[config.mk]
export PLATFORM = sky130hd
export DESIGN_NAME = agc_datapath
export DESIGN_NICKNAME = d
export VERILOG_FILES = /design/src/rtl/agc_pkg.sv /design/src/rtl/agc_sat_counter.sv /design/src/rtl/agc_datapath.sv
export SDC_FILE = /design/constraint.sdc
export NUM_CORES = 1
export LEC_CHECK = 0
export ABC_AREA = 1
export BUFFER_PORTS_ARGS = -buffer_cell sky130_fd_sc_hd__buf_2
export CORE_MARGIN = 10
export CORE_UTILIZATION = 55
export CTS_CLUSTER_DIAMETER = 30
export DETAILED_ROUTE_END_ITERATION = 8
export GPL_ROUTABILITY_DRIVEN = 0
export GPL_TIMING_DRIVEN = 0
export PLACE_DENSITY = 0.79
export SLEW_MARGIN = 20
export SYNTH_ARGS = -nofsm -noshare
export SYNTH_HDL_FRONTEND = slang
export SYNTH_SLANG_ARGS = --single-unit
[constraint.sdc]
create_clock -name clk -period 1.7 [get_ports clk]
set_input_delay 0.34 -clock clk [delete_from_list [all_inputs] [get_ports clk]]
set_output_delay 0.34 -clock clk [all_outputs]
set_load 0.05 [all_outputs]
[src/rtl/agc_pkg.sv]
// Shared AGC constants: counter widths, terminal counts and the controller state encoding.
package agc_pkg;

    localparam int CNT_W   = 4;
    localparam int PRE_W   = 8;
    localparam int CNT1_TC = 15;
    localparam int CNT2_TC = 15;
    localparam int PRE_TC  = 127;

    // Controller state encoding; the controller and this datapath must agree on it.
    typedef enum logic [2:0] {
        ST_RESET    = 3'd0,
        ST_PREAMBLE = 3'd1,
        ST_DETECT   = 3'd2,
        ST_ADJUST   = 3'd3,
        ST_SETTLE   = 3'd4,
        ST_LOCK     = 3'd5
    } agc_state_t;

endpackage

[src/rtl/agc_sat_counter.sv]
// Up-counter that saturates at MAX; a synchronous clear takes priority over counting.
module agc_sat_counter #(
    parameter int WIDTH = 4,
    parameter int MAX   = 15
) (
    input  logic             clk,
    input  logic             rst_n,
    input  logic             clr,
    input  logic             inc,
    output logic [WIDTH-1:0] count
);

    localparam logic [WIDTH-1:0] MAX_V = WIDTH'(MAX);

    always_ff @(posedge clk or negedge rst_n) begin
        if (!rst_n)
            count <= '0;
        else if (clr)
            count <= '0;
        else if (inc && (count != MAX_V))
            count <= count + WIDTH'(1);
    end

endmodule

[src/rtl/agc_datapath.sv]
// AGC datapath: window statistics, settle/preamble counters, sticky done flag and the gain code.
module agc_datapath
    import agc_pkg::*;
#(
    parameter int GAIN_W    = 6,
    parameter int GAIN_INIT = 32,
    parameter int GAIN_MIN  = 0,
    parameter int GAIN_MAX  = 63,
    parameter int GAIN_STEP = 1,
    parameter int HI_LIMIT  = 3,
    parameter int LO_LIMIT  = 10
) (
    input  logic              clk,
    input  logic              RESETn,
    input  logic              sample_valid,
    input  logic              sample_hi,
    input  logic              sample_lo,
    input  logic              counter1_mode,
    input  logic              counter2_mode,
    input  logic              preamble_counter_mode,
    input  logic              detect_mode,
    input  logic              adjust,
    input  logic              up_dn,
    output logic [CNT_W-1:0]  counter1,
    output logic [CNT_W-1:0]  counter2,
    output logic [PRE_W-1:0]  preamble_counter,
    output logic              indicator,
    output logic              done,
    output logic [GAIN_W-1:0] gain
);

    localparam logic [GAIN_W-1:0] GAIN_RST = GAIN_W'(GAIN_INIT);
    localparam logic [GAIN_W:0]   MAX_X    = (GAIN_W+1)'(GAIN_MAX);
    localparam logic [GAIN_W:0]   MIN_X    = (GAIN_W+1)'(GAIN_MIN);
    localparam logic [GAIN_W:0]   STEP_X   = (GAIN_W+1)'(GAIN_STEP);
    localparam logic [CNT_W-1:0]  HI_LIM_V = CNT_W'(HI_LIMIT);
    localparam logic [CNT_W-1:0]  LO_LIM_V = CNT_W'(LO_LIMIT);
    localparam logic [CNT_W-1:0]  STAT_TC  = CNT_W'(CNT1_TC);
    localparam logic [CNT_W-1:0]  C1_LAST  = CNT_W'(CNT1_TC - 1);

    logic [CNT_W-1:0] hi_cnt, lo_cnt;
    logic [CNT_W-1:0] hi_post, lo_post;
    logic [GAIN_W:0]  gain_x, gain_up, gain_dn;
    logic [GAIN_W-1:0] gain_next;
    logic accepted, inc_hi, inc_lo, win_close, win_ok;
    logic step_en, rail_hit;

    assign accepted = sample_valid & counter1_mode;
    assign inc_hi   = accepted & sample_hi;
    assign inc_lo   = accepted & ~sample_hi & sample_lo;

    agc_sat_counter #(.WIDTH(CNT_W), .MAX(CNT1_TC)) u_counter1 (
        .clk(clk), .rst_n(RESETn), .clr(~counter1_mode), .inc(sample_valid), .count(counter1));

    agc_sat_counter #(.WIDTH(CNT_W), .MAX(CNT2_TC)) u_counter2 (
        .clk(clk), .rst_n(RESETn), .clr(~counter2_mode), .inc(1'b1), .count(counter2));

    agc_sat_counter #(.WIDTH(PRE_W), .MAX(PRE_TC)) u_preamble (
        .clk(clk), .rst_n(RESETn), .clr(~preamble_counter_mode), .inc(sample_valid),
        .count(preamble_counter));

    agc_sat_counter #(.WIDTH(CNT_W), .MAX(CNT1_TC)) u_hi_cnt (
        .clk(clk), .rst_n(RESETn), .clr(~detect_mode), .inc(inc_hi), .count(hi_cnt));

    agc_sat_counter #(.WIDTH(CNT_W), .MAX(CNT1_TC)) u_lo_cnt (
        .clk(clk), .rst_n(RESETn), .clr(~detect_mode), .inc(inc_lo), .count(lo_cnt));

    // Window verdict uses the counts as they will be after this edge's sample.
    always_comb begin
        hi_post = hi_cnt;
        lo_post = lo_cnt;
        if (!detect_mode) begin
            hi_post = '0;
            lo_post = '0;
        end else begin
            if (inc_hi && (hi_cnt != STAT_TC)) hi_post = hi_cnt + CNT_W'(1);
            if (inc_lo && (lo_cnt != STAT_TC)) lo_post = lo_cnt + CNT_W'(1);
        end
    end

    assign win_close = accepted & (counter1 == C1_LAST);
    assign win_ok    = (hi_post <= HI_LIM_V) & (lo_post <= LO_LIM_V);

    assign gain_x  = {1'b0, gain};
    assign gain_up = gain_x + STEP_X;
    assign gain_dn = gain_x - STEP_X;

    always_comb begin
        gain_next = gain;
        if (up_dn)
            gain_next = (gain_up > MAX_X) ? MAX_X[GAIN_W-1:0] : gain_up[GAIN_W-1:0];
        else
            gain_next = (gain_x < MIN_X + STEP_X) ? MIN_X[GAIN_W-1:0] : gain_dn[GAIN_W-1:0];
    end

    // One step per adjust phase: only on the first settle cycle, and never once locked.
    assign step_en  = adjust & counter2_mode & (counter2 == '0) & ~done;
    assign rail_hit = step_en & (up_dn ? (gain_x >= MAX_X) : (gain_x <= MIN_X));

    always_ff @(posedge clk or negedge RESETn) begin
        if (!RESETn) begin
            indicator <= 1'b0;
            done      <= 1'b0;
            gain      <= GAIN_RST;
        end else begin
            if (win_close)
                indicator <= (hi_post > HI_LIM_V);
            if (!preamble_counter_mode)
                done <= 1'b0;
            else if ((win_close && win_ok) || rail_hit)
                done <= 1'b1;
            if (step_en && !rail_hit)
                gain <= gain_next;
        end
    end

endmodule
# == After elaboration in Yosys (flattened, before gate mapping) ==
# Cells that the tools add are included.
# classes
n_addsub,7
n_lt_le_gt_ge,7
eq_ne,10
muxes,16
bitwise_logic,12
n_reduce_logical,9
# op_table
operator,n
two-way mux 4 bit,8
two-way mux 6 bit,3
"adder 4 x 1 -> 4 bit, second input constant",4
two-way mux 8 bit,2
"!= test 4 bit, second input constant",4
bitwise AND 1 bit,10
"adder 8 x 1 -> 8 bit, second input constant",1
"!= test 2 x 1 -> 1 bit, second input constant",4
"!= test 8 x 7 -> 1 bit, second input constant",1
"adder 6 x 1 -> 7 bit, second input constant",1
"> comparator 7 x 6 -> 1 bit, second input constant",1
"greater-or-equal comparator 6 bit, second input constant",1
"less-or-equal comparator 6 x 1 -> 1 bit, second input constant",1
logical AND 1 bit,6
"< comparator 6 x 1 -> 1 bit, second input constant",1
"subtractor 6 x 1 -> 6 bit, second input constant",1
"equality test 4 bit, second input constant",1
"> comparator 4 x 2 -> 1 bit, second input constant",1
"less-or-equal comparator 4 x 2 -> 1 bit, second input constant",1
"less-or-equal comparator 4 bit, second input constant",1
zero test 4 bit,1
two-way mux 1 bit,3
NOT 1 bit,2
zero test 1 bit,1
logical OR 1 bit,1
# totals
register_bits,32
input_bits,11
out_inout_bits,24

# == Logic depth before layout (Yosys ltp) ==
# Gate-level depths: netlist of the first run.
# depth
ltp_word,12
ltp_mapped,11
ltp_nobuf,11

# == By module ==
# Synthesis of the first run repeated with hierarchy kept, for this count alone.
# unflattened
cells_unflattened,332
area_unflattened_um2,2293.4
# modules_own_cells
mod,n_inst,cells_each,area_per_inst_um2,seq_area_each_um2
agc_sat_counter (u_counter1 ...),4,29,222.7,100.1
agc_datapath,1,144,888.4,201.4
agc_sat_counter (u_preamble),1,72,514.2,200.2

# == Worst setup path after synthesis of the first run ==
# OpenSTA, ideal clock, no wires.
# synth_path
kind,register to register
startpoint,reg gain[1]
endpoint,reg gain[2]
setup_time_ns,0.122
arrival_ns,1.714
slack_ns,-0.137
stages_incl_launch_ff,9
n_path_buf,1
period_less_slack_ns,1.837
path_cell_list,dfrtp_1 ha_1 nand3_2 nor2_1 nand2_1 o211ai_2 buf_6 nand2_1 a21boi_1
# synth_via
elab_chain_cells,5
word_cells_on_any_way,13
cone_classes,add/sub: 2; order compare: 4; mux: 4; bitwise: 1; reduce/logical: 2
# synth_lines
element,line,text
"start, declared",agc_datapath.sv:29,output logic [GAIN_W-1:0] gain
"start signal, assigned",agc_datapath.sv:113,gain <= gain_next;
branches (longest 5 deep; another with adder 6 x 1 -> 7 bit),--,
# Several ways; the timed one is not identified.
# A chain may end at the register's enable or synchronous reset.

# == Final worst setup path of the first run ==
# Ends and elaborated chain as after synthesis.

==> impl_metrics.yaml, run 1 <==
clocking:
  tritoncts: "yes"
  clk_pin_slew_ns: 0.10
  cts_buffers: 5
  clk_latency_ns: 0.33
  clkSinkCount: 32
  cts_root_buffer: "clkbuf_4"
  htreeDepth: 2
  clock_path_buffers: 2
finish:
  fill_cells: 275
  drive_above_1_share_pct: 27.80
  finalNetCount: 315
  area_growth_pct: 20.24
  antenna_cells: 0
route:
  vias_per_cell: 5.308
  drtPass1Iterations: 4
  drc: 0
  drtAntennaViolNets: 0
  via_count: 1810
  post_drt_wl_per_cell_um: 13.26
  wl_um: 4523
  drt-initial-drc-count: 122
job:
  cap_violations: 0
critical_path:
  end_kind: "register"
  cp.arrival_ns: 1.83
  crit_type: "register to register"
  critical_path.max_fanout: 5
  worstPathRequired_ns: 1.93
  start_kind: "register"
synth:
  syn_area_um2: 1959
  avgSynthCellArea_um2: 7.965
  synth_top_area_share_pct: 39.59
  syn-num-nets: 267
  synth_edf_count: 0
  synth_seq_area_share_pct: 40.93
  yosys.cell_count.top_type: "nand2_1"
  ys_warn_count: 0
  yosys.area.top_type: "dfrtp_1"
  yosysUniqueCellTypes: 32
  synth_area_leaders: "dfrtp_1, nand2_1, nand3_1"
  ys_ff_latch: 32
  yosys_most_used_dff: "dfrtp_1"
  synth_common_cells: "nand2_1, inv_1, dfrtp_1, nand3_1, nor2_1"
  synth_cells: 246
  async_flop_share_pct: 100.0
power:
  clockPowerShare_pct: 16.0
  leakage_nw: 1.204
  peakVddDrop_v: 0.0006133
  switching_share_pct: 45.97
  p_per_area_nw_per_um2: 1091
  pwr-share-comb_pct: 45.4
  p_sw_w: 0.001181
  power_frac_seq_pct: 38.6
  internal_power_w: 0.001388
die:
  die_y_um: 79.69
  die-area_um2: 6350
  pin_count: 35
  start_util_pct: 57.81
  row_count: 21
  core_um2: 3390
  fp.dieW_um: 79.69
global_route:
  grt_first_pass_wirelength_um: 7521
  grt_pass1_vias: 1766
  grt_antenna_before_repair: 0
  grt_max_degree: 33
  track_usage_pct: 14.28
  grt-ovfl-total: 0
sta:
  clock.fmax_ghz: 0.6235
  drv_slew: 0
  setup_viol: 0
  min_period_ns: 1.604
  whs_ns: 0.05147
  slew_headroom_pct: 51.41
  post-route-period-util_pct: 94.34
  fin_skew_ns: 0.009907
  hold_viol_final: 0
  worst_pin_slew_ns: 0.7288
  finalSetupTns_ns: 0
min_path:
  hp-class: "primary input to asynchronous set/reset pin"
status:
  status: "completed"
place:
  dp_hpwl_um: 3187
  portBuffers: 34
==> path summary, 6_finish.rpt <==
| path | start | endpoint | slack, ns | cells after the start |
|---|---|---|---|---|
| max | gain[1] | gain[2] | 0.1 | 8 |
| min | RESETn | u_counter2.count[2] | 0.05 | 1 |
| min in group clk | counter2_mode | u_counter2.count[2] | 0.28 | 3 |
| max reg2reg | gain[1] | gain[2] | 0.1 | 8 |
| max in group asynchronous | RESETn | gain[1] | 1.13 | 1 |
| min reg2reg | indicator | indicator | 0.53 | 2 |
==> state kept, by name, indices dropped and copies added, names as in the netlist <==
| signal | cells |
|---|---|
| u_preamble.count | 8 |
| gain | 6 |
| u_counter1.count | 4 |
| u_counter2.count | 4 |
| u_hi_cnt.count | 4 |
| u_lo_cnt.count | 4 |
| done | 1 |
| indicator | 1 |
==> timing repair <==
item	in CTS	in global routing
buffers inserted	0	6
setup endpoints to repair	0	14
gates resized for setup	0	17
hold endpoints to repair	0	0
hold buffers	0	0
==> cell families after synthesis <==
logic type      after synthesis  share of synthesized area (%)
flops                        32                          40.93
buf+inv                      39                          8.301
compound gates               47                          14.05
xor+xnor                     10                          4.470
simple gates                108                          25.86
fa+ha+maj                    10                          6.386
==> placed cells by master (no fill, tap or decap), drive strengths merged <==
cell type / synthesis / layout
o211ai: 1 / 1
xor2: 7 / 7
dfrtp: 31 / 31
a21oi: 18 / 18
a21o: 1 / 1
inv: 36 / 36
o21ai: 20 / 20
a211oi: 1 / 1
nand2: 43 / 43
a31oi: 1 / 1
nand3: 30 / 30
xnor2: 3 / 3
nor2: 24 / 24
o22ai: 1 / 1
a21boi: 3 / 3
nor3: 5 / 5
clkbuf: 0 / 7
ha: 10 / 10
dfstp: 1 / 1
clkinv: 1 / 2
buf: 2 / 43
o21a: 1 / 1
nand4: 6 / 6
==> layout make-up <==
class / count / area, um2 / area share, %
Inverter: 37 / 140.1 / 5.948
Buffer: 2 / 22.52 / 0.9559
Sequential cell: 32 / 808.3 / 34.31
Clock buffer: 7 / 45.04 / 1.912
Timing Repair Buffer: 41 / 222.7 / 9.453
Multi-Input combinational cell: 175 / 1055 / 44.77
Clock inverter: 1 / 5.005 / 0.2124
Tap cell: 46 / 57.56 / 2.443
==> worst max-delay path: stages, from the launching register on <==
cell      delay, ns
dfrtp_2        0.41
ha_2           0.21
nand3_2        0.09
nor2_1         0.13
nand2_2        0.10
o211ai_4       0.24
buf_6          0.15
nand2_1        0.05
a21boi_1       0.12
==> power groups by stage <==
stage | clock (W) | combinational (W) | sequential, W
2_1_floorplan | 0 | 0.000559 | 0.00127
5_1_grt | 0.000463 | 0.00129 | 0.00101
3_3_place_gp | 0 | 0.00108 | 0.000992
3_5_place_dp | 0 | 0.00109 | 0.000994
6_report | 0.000411 | 0.00117 | 0.000991
4_1_cts | 0.000426 | 0.00110 | 0.000982
==> per-layer routing <==
layer | routed length, um | track usage, % | up-vias | share of wire (%)
li1 | - | - | 911 | -
met5 | 0 | 0 | - | 0
met1 | 1980 | 16.62 | 842 | 44
met2 | 2136 | 23.62 | 47 | 47
met4 | 73 | 4.839 | 0 | 1.6
met3 | 332 | 5.180 | 10 | 7.3
==> per-stage QoR <==
stage               setup WS (ns)  instances  total power [W]  area, um2  utilization (%)
finish                    0.09625        341         0.002569       2356            69.51
floorplan                -0.01189        246         0.001832       1966                -
CTS                      0.002614        334         0.002510       2243            66.19
global route            -0.001729        341         0.002759       2356            69.51
detailed placement        0.03751        326         0.002089       2193            64.71
global placement          0.07003        326         0.002069       2193            64.71
(Power assumes the default switching activity.)
==> run 2, diff against run 1 <==
--- a/config.mk
+++ b/config.mk
@@ -7,9 +7,11 @@
 export LEC_CHECK = 0
 export ABC_AREA = 1
 export BUFFER_PORTS_ARGS = -buffer_cell sky130_fd_sc_hd__buf_2
+export CORE_ASPECT_RATIO = 0.6
 export CORE_MARGIN = 10
 export CORE_UTILIZATION = 55
 export CTS_CLUSTER_DIAMETER = 30
+export CTS_CLUSTER_SIZE = 25
 export DETAILED_ROUTE_END_ITERATION = 8
 export GPL_ROUTABILITY_DRIVEN = 0
 export GPL_TIMING_DRIVEN = 0
==> run 2 against run 1 <==
Effect of this change:
- sequential share of layout area decreased by 1.1 points
- final cell count rose by 1.2%
- non-clock buffer count is 5 higher
==> impl_metrics.yaml, run 2 (synthesis gave the netlist of run 1 again) <==
critical_path:
  end_kind: "register"
  rr_worst_depth: 8
  reg2reg_to: "gain[4]"
  crit_type: "register to register"
  crit_path_max_incr_delay_ns: 0.43
  worstPathRequired_ns: 1.87
  worstPathCellList: "inv_2 -> ha_1 -> nand3_2 -> nor3_4 -> o211ai_4 -> buf_6 -> nor2_1 -> a21oi_1"
  rr_startpoint: "u_counter2.count[0]"
  reg2reg_slack_ns: 0.02
  critical_path.max_fanout: 5
  cp_top_family: "simple AND/OR/NAND/NOR gates"
  cp_num_buf_inv: 2
  start_kind: "register"
  slowest_stage: "dfrtp_2"
  cp.arrival_ns: 1.85
die:
  die-area_um2: 6428
  fp.dieW_um: 97.06
  start_util_pct: 58.61
  die_y_um: 66.24
  core_um2: 3343
  row_count: 16
  pin_count: 35
clocking:
  clk_latency_ns: 0.28
  clk_pin_slew_ns: 0.07
  clkSinkCount: 32
  tritoncts: "yes"
  cts_buffers: 5
  htreeDepth: 2
  clock_path_buffers: 2
  cts_root_buffer: "clkbuf_8"
place:
  dp_hpwl_um: 3413
  post-place-cells: 325
  portBuffers: 34
route:
  drtPass1Iterations: 4
  drt-initial-drc-count: 141
  drc: 0
  vias_per_cell: 5.351
  wl_um: 4838
  via_count: 1846
  drtAntennaViolNets: 0
  post_drt_wl_per_cell_um: 14.02
finish:
  final_common_cell: "nand2_1"
  largest_reg_flops: 8
  largest-register: "u_preamble.count"
  drive_above_1_share_pct: 28.67
  multiInputGateArea_um2: 1041
  finalNonFillerCells: 345
  fill_cells: 269
  finalNetCount: 320
  antenna_cells: 0
  area_growth_pct: 24.58
  final_cell_mix: "nand2_1, buf_2, inv_1, nand3_1, dfrtp_1"
  seqCellArea_um2: 809.5
  utilization_pct: 73.02
  top_regs: "u_preamble.count x8, gain x6"
sta:
  clock.fmax_ghz: 0.5949
  whs_ns: 0.1033
  fin_skew_ns: 0.002979
  slew_headroom_pct: 53.08
  setup_viol: 0
  finalSetupTns_ns: 0
  min_period_ns: 1.681
  post-route-period-util_pct: 98.88
  hold_viol_final: 0
  worst_pin_slew_ns: 0.7039
  drv_slew: 0
global_route:
  grt_pass1_vias: 1693
  track_usage_pct: 14.34
  grt_first_pass_wirelength_um: 7652
  grt-ovfl-total: 0
  grt_antenna_before_repair: 0
  grt_max_degree: 33
power:
  leakage_nw: 1.241
  power.total_w: 0.002949
  p_per_area_nw_per_um2: 1208
  peakVddDrop_v: 0.001062
status:
  status: "completed"
job:
  cap_violations: 0
min_path:
  hp-class: "primary input to asynchronous set/reset pin"
## run 2: cell count changes in the layout (fill, tap and decap cells not counted), moves of 2 or more
cell      previous run  this run
o21ai_1              2         4
nand2_2              5         3
o21ai_0             18        16
clkbuf_8             0         5
nand2_1             38        40
buf_4                7        11
clkbuf_4             5         0
## run 2: report_power, final
| part | internal [W] | switching, W | total, W | leakage (nW) |
|---|---|---|---|---|
| registers | 0.000867 | 0.000112 | 0.000979 | 0.415 |
| clock network | 0.000434 | 0.000278 | 0.000712 | 0.0552 |
| logic | 0.000412 | 0.000845 | 0.00126 | 0.771 |
## run 2: worst max-delay path by stage
stage | start | endpoint | slack, ns | depth (start not counted)
2_1_floorplan | gain[2] | gain[2] | -0.01 | 8
3_5_place_dp | u_preamble.count[0] | u_preamble.count[5] | 0.02 | 10
3_3_place_gp | u_preamble.count[0] | u_preamble.count[5] | 0.04 | 10
5_1_grt | u_counter2.count[1] | gain[4] | -0.06 | 8
6_report | u_counter2.count[0] | gain[4] | 0.02 | 8
4_1_cts | u_counter2.count[0] | gain[2] | 0.03 | 8
## run 2: what timing repair did
item / 4_1_cts / 5_1_grt
pin swaps: 1 / 4
setup endpoints to repair: 1 / 9
hold buffers: 0 / 0
gates cloned: 0 / 1
buffers inserted: 2 / 9
resized for setup: 0 / 16
## run 2: cell type report
| type | count | area share, % |
|---|---|---|
| Buffer | 2 | 0.9226 |
| Clock buffer | 6 | 2.973 |
| Clock inverter | 2 | 1.435 |
| Inverter | 37 | 5.741 |
| Multi-Input combinational cell | 175 | 42.64 |
| Sequential cell | 32 | 33.16 |
| Tap cell | 45 | 2.307 |
| Timing Repair Buffer | 46 | 10.81 |
## run 2: worst register-to-register path, stage by stage, from the launching register on
cell	delay [ns]
dfrtp_2	0.43
inv_2	0.07
ha_1	0.16
nand3_2	0.11
nor3_4	0.29
o211ai_4	0.15
buf_6	0.16
nor2_1	0.13
a21oi_1	0.05
## run 2: per-layer routing
metal	routed length (um)	global-route usage [%]	vias to the layer above
met1	2345	18.87	864
met2	2114	21.35	57
met3	316	4.489	7
met4	61	5.861	0
li1	-	-	918
met5	0	0	-
## run 2: through the flow
| step | cell area (um2) | setup WS (ns) |
|---|---|---|
| floorplan | 1966 | -0.01189 |
| global placement | 2192 | 0.04124 |
| detailed placement | 2192 | 0.01701 |
| CTS | 2315 | 0.02521 |
| global route | 2441 | -0.06086 |
| finish | 2441 | 0.01905 |
==> run 3, diff against run 2 <==
--- a/config.mk
+++ b/config.mk
@@ -16,6 +16,7 @@
 export GPL_ROUTABILITY_DRIVEN = 0
 export GPL_TIMING_DRIVEN = 0
 export PLACE_DENSITY = 0.79
+export RECOVER_POWER = 25
 export SLEW_MARGIN = 20
 export SYNTH_ARGS = -nofsm -noshare
 export SYNTH_HDL_FRONTEND = slang
==> run 3 against run 2 <==
Effect of this change:
- hold slack improved by 0.026 ns
- maximum frequency grew 0.16%
- via count increased by 0.54%
- register-to-register slack is essentially flat
- wire length about the same
- clock-buffer cell count unchanged
- sequential share of layout area unchanged
- critical path type unchanged
- largest cell class unchanged
==> impl_metrics.yaml, run 3 (synthesis gave the netlist of run 1 again) <==
clocking:
  cts_buffers: 5
  htreeDepth: 2
  cts_root_buffer: "clkbuf_8"
  cts_hold_buf: 0
  clkSinkCount: 32
  clk_latency_ns: 0.28
  clock_path_buffers: 2
  clk_pin_slew_ns: 0.07
  tritoncts: "yes"
critical_path:
  slowest_stage: "dfrtp_2"
  start_kind: "register"
  worstPathRequired_ns: 1.87
  critical_path.max_fanout: 5
  cp.arrival_ns: 1.85
  end_kind: "register"
  worstPathCellList: "inv_2 -> ha_1 -> nand3_2 -> nor3_4 -> o211ai_4 -> buf_6 -> nor2_1 -> a21oi_1"
  crit_type: "register to register"
  rr_worst_depth: 8
  crit_path_max_incr_delay_ns: 0.43
finish:
  finalNetCount: 320
  final_common_cell: "nand2_1"
  utilization_pct: 73.02
  area_growth_pct: 24.58
  drive_above_1_share_pct: 28.67
  fill_cells: 269
  seqCellArea_um2: 809.5
  top_regs: "u_preamble.count x8, gain x6"
  final_cell_mix: "nand2_1, inv_1, buf_2, nand3_1, dfrtp_1"
  largest-register: "u_preamble.count"
  multiInputGateArea_um2: 1041
  largest_reg_flops: 8
  antenna_cells: 0
sta:
  clock.fmax_ghz: 0.5958
  drv_slew: 0
  slew_headroom_pct: 47.56
  worst_slack_ns: 0.02172
  post-route-period-util_pct: 98.72
  whs_ns: 0.1293
  fin_skew_ns: 0.002991
  worst_pin_slew_ns: 0.7866
  hold_viol_final: 0
  min_period_ns: 1.678
  setup_viol: 0
route:
  via_count: 1856
  wl_um: 4836
  drc: 0
  vias_per_cell: 5.380
  post_drt_wl_per_cell_um: 14.02
  drtPass1Iterations: 5
  drt-initial-drc-count: 141
  drtAntennaViolNets: 0
die:
  row_count: 16
  pin_count: 35
  fp.dieW_um: 97.06
  die_y_um: 66.24
  start_util_pct: 58.61
  die-area_um2: 6428
  core_um2: 3343
global_route:
  grt_first_pass_wirelength_um: 7652
  grt_pass1_vias: 1693
  grt_max_degree: 33
  grt-ovfl-total: 0
  grt_antenna_before_repair: 0
  track_usage_pct: 14.34
place:
  place_ws_ns: 0.01701
  dp_hpwl_um: 3413
  portBuffers: 34
power:
  p_per_area_nw_per_um2: 1208
  leakage_nw: 1.241
  peakVddDrop_v: 0.001061
status:
  status: "completed"
min_path:
  hp-class: "primary input to asynchronous set/reset pin"
job:
  cap_violations: 0
run 3: cell types whose count changed in the layout (fill, tap and decap cells not counted):
cell / delta
buf_2: -1
clkbuf_2: +1
run 3: cell type report:
class                      instances  area share, %
multi-input combinational        175          42.64
sequential                        32          33.16
tap                               45          2.307
inverter                          37          5.741
buffer                             2         0.9226
clock inverter                     2          1.435
timing repair buffer              46          10.81
clock buffer                       6          2.973
run 3: critical path, delay by kind of cell, from the launching register on:
| kind | cells | cell delay [ns] |
|---|---|---|
| buffers and inverters | 2 | 0.23 |
| adder cells (fa/ha/maj) | 1 | 0.16 |
| flip-flops | 1 | 0.43 |
| AND/OR/NAND/NOR | 3 | 0.53 |
| AO/OA/AOI/OAI | 2 | 0.20 |
run 3: per-layer routing:
metal | global-route usage (%) | routed length, um | vias up
li1 | - | - | 919
met1 | 18.87 | 2326 | 870
met2 | 21.35 | 2117 | 60
met3 | 4.489 | 330 | 7
met4 | 5.861 | 61 | 0
met5 | 0 | 0 | -
run 3: through the flow:
stage,instances,setup TNS (ns),total power [W],area [um2]
2_1_floorplan,246,-0.01189,0.001832,1966
3_3_place_gp,325,0,0.002069,2192
3_5_place_dp,325,0,0.002090,2192
4_1_cts,335,0,0.002817,2315
5_1_grt,345,-0.1979,0.003123,2441
6_report,345,0,0.002949,2441
run 3: where the power goes:
part	internal, W	switching (W)
Clock	0.000434	0.000278
Sequential	0.000867	0.000112
Combinational	0.000412	0.000845
Total	0.00171	0.00124
run 3: worst paths after layout:
path                                      from                  end  slack (ns)
setup reg to reg           u_counter2.count[0]              gain[4]        0.02
hold reg to reg              u_hi_cnt.count[0]    u_hi_cnt.count[0]        0.51
hold / removal                          RESETn  u_counter1.count[0]        0.13
max in group asynchronous               RESETn  u_counter2.count[0]        1.02
setup / recovery           u_counter2.count[0]              gain[4]        0.02
min in group clk                 counter1_mode  u_counter1.count[2]        0.33
run 3: what timing repair did:
item / CTS / global route
setup endpoints to repair: 1 / 9
pin swaps: 1 / 4
buffers inserted: 2 / 9
gates cloned: 0 / 1
endpoints found under the hold margin: 0 / 0
gates resized for setup: 0 / 16
